[src/rtl/cv32e40p_obi_instr_responder.sv]
// Fixed-latency OBI instruction responder: grants fetch requests, reads a synchronous
// word memory and returns one in-order {rdata, err} response per grant after LATENCY cycles.
module cv32e40p_obi_instr_responder #(
  parameter int unsigned LATENCY         = 1,
  parameter int unsigned MAX_OUTSTANDING = 2,
  parameter int unsigned MEM_WORDS       = 1024,
  parameter int unsigned MEM_AW          = $clog2(MEM_WORDS)
) (
  input  logic              clk,
  input  logic              rst_n,
  input  logic              req_i,
  output logic              gnt_o,
  input  logic [31:0]       addr_i,
  input  logic              stall_i,
  output logic              rvalid_o,
  output logic [31:0]       rdata_o,
  output logic              err_o,
  output logic              mem_req_o,
  output logic [MEM_AW-1:0] mem_addr_o,
  input  logic [31:0]       mem_rdata_i
);
  localparam int unsigned CW = $clog2(MAX_OUTSTANDING + 1);

  logic [29:0]        word;
  logic               oor;
  logic               accept;
  logic [CW-1:0]      cnt_q;
  logic [LATENCY-1:0] vld_pipe;
  logic [LATENCY-1:0] err_pipe;
  logic [31:0]        raw_data;
  logic               unused_addr;

  assign word        = addr_i[31:2];
  assign unused_addr = ^addr_i[1:0];
  // Compare the whole word index so aliased high addresses still flag an error.
  assign oor         = {2'b00, word} >= 32'(MEM_WORDS);

  // Full blocks the grant even in a cycle that also retires a response.
  assign gnt_o      = req_i && !stall_i && (cnt_q < CW'(MAX_OUTSTANDING));
  assign accept     = req_i && gnt_o;
  assign mem_req_o  = accept && !oor;
  assign mem_addr_o = word[MEM_AW-1:0];

  always_ff @(posedge clk or negedge rst_n) begin
    if (!rst_n) begin
      vld_pipe <= '0;
      err_pipe <= '0;
    end else begin
      vld_pipe[0] <= accept;
      err_pipe[0] <= accept && oor;
      for (int i = 1; i < LATENCY; i++) begin
        vld_pipe[i] <= vld_pipe[i-1];
        err_pipe[i] <= err_pipe[i-1];
      end
    end
  end

  generate
    if (LATENCY == 1) begin : g_pass
      assign raw_data = mem_rdata_i;
    end else begin : g_dat
      // Stage 1 holds the memory word read on the accept edge.
      logic [LATENCY-1:1][31:0] dat_q;
      always_ff @(posedge clk or negedge rst_n) begin
        if (!rst_n) begin
          dat_q <= '0;
        end else begin
          dat_q[1] <= mem_rdata_i;
          for (int i = 2; i < LATENCY; i++) dat_q[i] <= dat_q[i-1];
        end
      end
      assign raw_data = dat_q[LATENCY-1];
    end
  endgenerate

  assign rvalid_o = vld_pipe[LATENCY-1];
  assign err_o    = rvalid_o && err_pipe[LATENCY-1];
  assign rdata_o  = err_o ? 32'h0 : raw_data;

  always_ff @(posedge clk or negedge rst_n) begin
    if (!rst_n) begin
      cnt_q <= '0;
    end else begin
      unique case ({accept, rvalid_o})
        2'b10:   cnt_q <= cnt_q + CW'(1);
        2'b01:   cnt_q <= cnt_q - CW'(1);
        default: cnt_q <= cnt_q;
      endcase
    end
  end
endmodule

[config.mk]
export PLATFORM = sky130hd
export DESIGN_NAME = cv32e40p_obi_instr_responder
export DESIGN_NICKNAME = d
export VERILOG_FILES = /design/src/rtl/cv32e40p_obi_instr_responder.sv
export SDC_FILE = /design/constraint.sdc
export NUM_CORES = 1
export LEC_CHECK = 0
export ABC_AREA = 0
export BUFFER_PORTS_ARGS = -buffer_cell sky130_fd_sc_hd__buf_4
export CORE_MARGIN = 2
export CORE_UTILIZATION = 21
export CTS_CLUSTER_DIAMETER = 40
export DETAILED_ROUTE_END_ITERATION = 10
export PLACE_DENSITY = 0.82
export SLEW_MARGIN = 20
export SYNTH_ARGS = -nofsm -noshare
export SYNTH_HDL_FRONTEND = slang
export SYNTH_SLANG_ARGS = --single-unit
export TNS_END_PERCENT = 100
[constraint.sdc]
create_clock -name clk -period 1.5 [get_ports clk]
set_input_delay 0.225 -clock clk [delete_from_list [all_inputs] [get_ports clk]]
set_output_delay 0.225 -clock clk [all_outputs]
set_load 0.1 [all_outputs]
==> flow_metrics.tcl, run 1 <==
set metrics [dict create \
    synth_common_cells "32 x and2_1, 10 x buf_4, 5 x nor4_1, 4 x dfrtp_1, 3 x clkbuf_1" \
    final_hold_viol_count 0 \
    min_period_ns 1.67 \
    end_kind "primary output" \
    ys_warn_count 0 \
    antenna_cells 0 \
    die-area_um2 2830 \
    drive_gt1_frac 0.899 \
    portBuffers 91 \
    cts-buffers-inserted 3 \
    start_util 0.225 \
    h-tree-depth 1 \
    ir_drop_mv 0.719 \
    finClkSkew_ns 0.00730 \
    ys_seq_elements 4 \
    grt_max_degree 8 \
    rsz0062_at_grt "yes" \
    synth_nets 136 \
    ys_types 16 \
    drt-initial-drc-count 2 \
    root_buffer "clkbuf_4" \
    slew_viol_final 0 \
    maxCapViolCount 0 \
    cp_cell_sequence "or3b_4 > inv_2 > and4_4 > buf_12" \
    worst_pin_slew_ns 0.350 \
    seq_area_frac_synth 0.197 \
    grt_pass1_vias 904 \
    setup_tns_ns -1.62 \
    track_usage 0.249 \
    critPathSlowestCell "or3b_4" \
    p_total_mw 1.62 \
    failed_checks "setup timing" \
    fmax_mhz 598 \
    syn_to_final_growth_pct 261 \
    multi_input_area_um2 412 \
    clock_latency_ns 0.25 \
    grt_overflow 0 \
    syn_area_per_cell_um2 7.58 \
    outcome "finished, violations left" \
    worst_setup_path_start_kind "flip-flop" \
    postRouteAntennaNets 0 \
    antenna_found_initial 0 \
    row_count 17 \
    routed_wl_um 3290 \
    route.vias.total 818 \
    ys_async_sr_fraction 1.00 \
    leakagePower_nw 0.916 \
    finalCritPeriodShare 1.11 \
    clkTransAtPathRegs_ns 0.04 \
    ff_latch_area_um2 104 \
    pwr_density_cell_nw_per_um2 883 \
    yosys.area.top_type "and2_1" \
    crit_arrival_ns 1.45 \
    clock_path_buffers 2 \
    synth_most_common_cell "and2_1" \
    dp_hpwl_um 1920 \
    nFillCells 115 \
    wl_per_cell_um 17.7 \
    synth_cells 67 \
    synth_edf_count 0 \
    clock-sinks 4 \
    drc_errors 0 \
    first_pass_iters 4 \
    dieWidth_um 53.2 \
    die_h_um 53.2 \
    cp_max_fo 3 \
    vias_per_cell 4.40 \
    cpPeakStageDelay_ns 0.39 \
    placed_area_um2 1280 \
    min_path_type "in2reg" \
    netlist_area_um2 508 \
    critPathKind "reg2out" \
    final_nets 228 \
    cp.required_ns 1.27 \
    slew_headroom 0.764 \
    grt_pass1_wl_um 4810 \
    synth_top_area_share 0.394 \
    cts_tree "built" \
    ys.flop_type "dfrtp_1" \
    finalWorstSetupSlack_ns -0.172 \
    fp.coreArea_um2 2250 \
    top_level_ports 114 \
    synth_area_leaders "and2_1 39%, dfrtp_1 20%, buf_4 15%" \
    postLayoutCellArea_um2 1830 \
    setup_viol 34 \
    gp_congestion 0.703 \
]
## layer usage
layer  track usage  wire, um  vias to the layer above
met5             0         0                        -
met4        0.0983        76                        0
met3        0.0847       478                        6
met2         0.458      1690                       77
met1         0.253      1050                      351
li1              -         -                      384
## worst max-delay path: cells and delay by family, from the launching register on
| kind | cells | cell delay (ns) |
|---|---|---|
| buffers and inverters | 2 | 0.24 |
| AND/OR/NAND/NOR | 2 | 0.60 |
| flip-flops | 1 | 0.37 |
## where the power goes
| part | internal, mW | total (mW) | switching (mW) |
|---|---|---|---|
| Clock | 0.100 | 0.151 | 0.0510 |
| Combinational | 0.544 | 1.29 | 0.743 |
| Sequential | 0.149 | 0.181 | 0.0317 |
| Total | 0.793 | 1.62 | 0.826 |
## flip-flops by register name, summed over array words and instances, names as in the netlist
register  cells
cnt_q         2
err_pipe      1
rvalid_o      1
## final cells by class
| cell class | instances | share of cell area |
|---|---|---|
| Clock buffer | 4 | 0.0143 |
| Inverter | 3 | 0.0102 |
| Multi-Input combinational cell | 47 | 0.224 |
| Sequential cell | 4 | 0.0566 |
| Tap cell | 28 | 0.0191 |
| Timing Repair Buffer | 100 | 0.675 |
## path summary, 6_finish.rpt
check / start / to / slack [ns] / cells after the start
max in group asynchronous: rst_n / rvalid_o$_DFF_PN0_ / 1.07 / 2
worst max register to register: cnt_q[1]$_DFFE_PN0P_ / cnt_q[1]$_DFFE_PN0P_ / 0.05 / 5
min in group asynchronous: rst_n / rvalid_o$_DFF_PN0_ / 0.32 / 2
worst min-delay path: stall_i / rvalid_o$_DFF_PN0_ / 0.26 / 3
worst min register to register: cnt_q[0]$_DFFE_PN0P_ / cnt_q[0]$_DFFE_PN0P_ / 0.49 / 1
worst max-delay path: cnt_q[1]$_DFFE_PN0P_ / mem_req_o / -0.17 / 4
## through the flow
step	hold WS [ns]	setup slack, ns	cells	utilization
global placement	0.0208	-0.0264	177	0.568
finish	0.255	-0.172	186	0.814
floorplan	-0.0706	-0.0183	67	-
global route	0.268	-0.227	186	0.814
CTS	0.253	-0.182	190	0.849
detailed placement	0.0239	-0.0711	177	0.568
## cells in the final DEF, fill, tap and decap left out
cell	instances
clkbuf_1	1
buf_12	36
nand2_8	1
buf_8	1
and4_4	1
buf_16	1
ha_1	1
nor2_2	1
dlygate4sd3_1	1
clkinvlp_4	2
xor2_1	1
and2_4	32
dfrtp_4	1
inv_2	1
dfrtp_1	3
a31oi_1	1
xnor2_1	2
and3_1	1
nor4_1	5
clkbuf_4	3
or3b_4	1
buf_6	2
buf_4	59
## cells by family (layout without fill, tap and decap cells)
kind of cell	after synthesis	count (layout)	synth area share
and+or+nand+nor	42	42	0.522
buffers and inverters	16	107	0.192
DFF	4	4	0.197
xor gates and xnor gates	3	3	0.0517
adders and majority gates	1	1	0.0246
AOI/OAI and AO/OA	1	1	0.0123
## what timing repair did
item | in CTS | in global routing
cloned | 3 | 0
buffers inserted | 5 | 0
resized for setup | 116 | 2
hold endpoints to repair | 4 | 0
pin swaps | 17 | 18
hold buffers | 1 | 0
setup endpoints to repair | 35 | 36
Power figures use the tool's default switching activity.
==> inputs of run 2 (changes only) <==
--- a/config.mk
+++ b/config.mk
@@ -11,7 +11,7 @@
 export CORE_UTILIZATION = 21
 export CTS_CLUSTER_DIAMETER = 40
 export DETAILED_ROUTE_END_ITERATION = 10
-export PLACE_DENSITY = 0.82
+export PLACE_DENSITY = 0.77
 export SLEW_MARGIN = 20
 export SYNTH_ARGS = -nofsm -noshare
 export SYNTH_HDL_FRONTEND = slang
==> flow_metrics.tcl, run 2 (synthesized netlist as in run 1, its figures left out) <==
set metrics [dict create \
    outcome "finished, violations left" \
    failed_checks "setup timing" \
    die_h_um 53.2 \
    h-tree-depth 1 \
    root_buffer "clkbuf_4" \
    portBuffers 91 \
    crit_end "mem_req_o" \
    min_path_type "in2reg" \
    path_delay_family "simple AND/OR/NAND/NOR gates" \
    cp.depth 4 \
    antenna_cells 0 \
    grt_pass1_vias 941 \
    min_period_ns 1.74 \
    critPathSlowestCell "dfrtp_1" \
    end_kind "primary output" \
    grt_pass1_wl_um 5230 \
    drive_gt1_frac 0.914 \
    most-common-layout-cells "61 x buf_4, 37 x buf_12, 32 x and2_4, 5 x nor4_1" \
    clockPowerShare 0.093 \
    postRouteAntennaNets 0 \
    slew_viol_final 0 \
    comb_power_share 0.793 \
    cp_cell_sequence "or3b_4 > inv_2 > and4_4 > buf_12" \
    clkTransAtPathRegs_ns 0.05 \
    syn_to_final_growth_pct 276 \
    crit_arrival_ns 1.52 \
    gp_congestion 0.655 \
    maxCapViolCount 0 \
    largest_register_ffs 2 \
    clock_latency_ns 0.25 \
    p_sw_mw 0.895 \
    rsz0062_at_grt "yes" \
    timing.rr.end "cnt_q[1]$_DFFE_PN0P_" \
    final_common_cell "buf_4" \
    route.vias.total 901 \
    pwr_density_cell_nw_per_um2 911 \
    worst_pin_slew_ns 0.344 \
    grt_overflow 0 \
    dp_hpwl_um 1910 \
    cp_max_fo 3 \
    leakagePower_nw 0.954 \
    first_pass_iters 6 \
    clock-sinks 4 \
    clock_path_buffers 2 \
    finalWorstSetupSlack_ns -0.241 \
    track_usage 0.266 \
    fp.coreArea_um2 2250 \
    finalCritPeriodShare 1.16 \
    setup.worst_path.start "cnt_q[1]$_DFFE_PN0P_" \
    ir_drop_mv 0.770 \
    final_nets 232 \
    wl_per_cell_um 21.6 \
    start_util 0.225 \
    reg2reg_depth 6 \
    cts_tree "built" \
    seqPwrFrac 0.114 \
    vias_per_cell 4.74 \
    drc_errors 0 \
    r2r-start "cnt_q[1]$_DFFE_PN0P_" \
    finClkSkew_ns 0.00214 \
    swShare 0.514 \
    antenna_found_initial 0 \
    rrSetupSlack_ns -0.11 \
    die-area_um2 2830 \
    final_hold_viol_count 0 \
    cts-buffers-inserted 3 \
    p_int_mw 0.846 \
    setup_viol 35 \
    p_total_mw 1.74 \
    cp.required_ns 1.27 \
    dpl_worst_slack_ns -0.0418 \
    critPathKind "reg2out" \
    row_count 17 \
    worst_setup_path_start_kind "flip-flop" \
    dieWidth_um 53.2 \
    top_register "cnt_q" \
    routed_wl_um 4100 \
    cpPeakStageDelay_ns 0.40 \
    drt-initial-drc-count 16 \
    grt_max_degree 12 \
    top_level_ports 114 \
    nFillCells 96 \
    fmax_mhz 574 \
    slew_headroom 0.768 \
    cp_num_buf_inv 2 \
]
## run 2: worst reg2reg max path: cells and delay by family, from the launching register on
kind,cells,cell delay [ns]
AND/OR/NAND/NOR,2,0.50
flip-flops,1,0.40
XOR/XNOR,2,0.30
buffers and inverters,1,0.16
adder cells (fa/ha/maj),1,0.16
## run 2: through the flow
step / area (um^2) / hold WS (ns) / instances / TNS (ns) / util
global placement: 1290 / 0.0213 / 178 / -0.00425 / 0.571
finish: 1910 / 0.267 / 190 / -2.91 / 0.847
floorplan: 623 / -0.0706 / 67 / -0.0183 / -
global route: 1910 / 0.273 / 190 / -3.91 / 0.847
detailed placement: 1290 / 0.0224 / 178 / -0.0418 / 0.571
CTS: 1870 / 0.262 / 190 / -1.56 / 0.829
## run 2: worst min path at each step
stage                       start  slack [ns]              endpoint  cells past startpoint
after floorplan             rst_n       -0.07  cnt_q[0]$_DFFE_PN0P_                      0
after global placement      rst_n        0.02  cnt_q[1]$_DFFE_PN0P_                      1
after detailed placement    rst_n        0.02    rvalid_o$_DFF_PN0_                      1
after CTS                 stall_i        0.26    rvalid_o$_DFF_PN0_                      3
after global routing      stall_i        0.27    rvalid_o$_DFF_PN0_                      3
final                     stall_i        0.27    rvalid_o$_DFF_PN0_                      3
## run 2: what timing repair did
item	in CTS	in global routing
buffers inserted	5	0
resized for setup	109	9
hold buffers	1	0
cloned	2	1
endpoints found under the setup margin	33	36
pin swaps	16	20
hold endpoints to repair	4	0
## run 2: final cells by class
type / count / area, um^2 / share of cell area
Multi-Input combinational cell: 47 / 432 / 0.226
Sequential cell: 4 / 104 / 0.0544
Timing Repair Buffer: 104 / 1290 / 0.678
Clock buffer: 4 / 26.3 / 0.0138
Inverter: 3 / 18.8 / 0.00982
Tap cell: 28 / 35.0 / 0.0183
## run 2: power groups by stage
| stage | sequential, mW | combinational, mW | clock (mW) |
|---|---|---|---|
| 2_1_floorplan | 0.208 | 0.838 | 0 |
| 3_3_place_gp | 0.177 | 1.01 | 0 |
| 3_5_place_dp | 0.179 | 1.01 | 0 |
| 4_1_cts | 0.181 | 1.29 | 0.153 |
| 5_1_grt | 0.199 | 1.42 | 0.170 |
| 6_report | 0.198 | 1.38 | 0.162 |
## run 2: routing by layer
| layer | share of wire | wire length, um | track usage |
|---|---|---|---|
| met2 | 0.51 | 2080 | 0.456 |
| met1 | 0.35 | 1450 | 0.287 |
| met3 | 0.11 | 453 | 0.116 |
| met4 | 0.028 | 115 | 0.0983 |
| met5 | 0 | 0 | 0 |
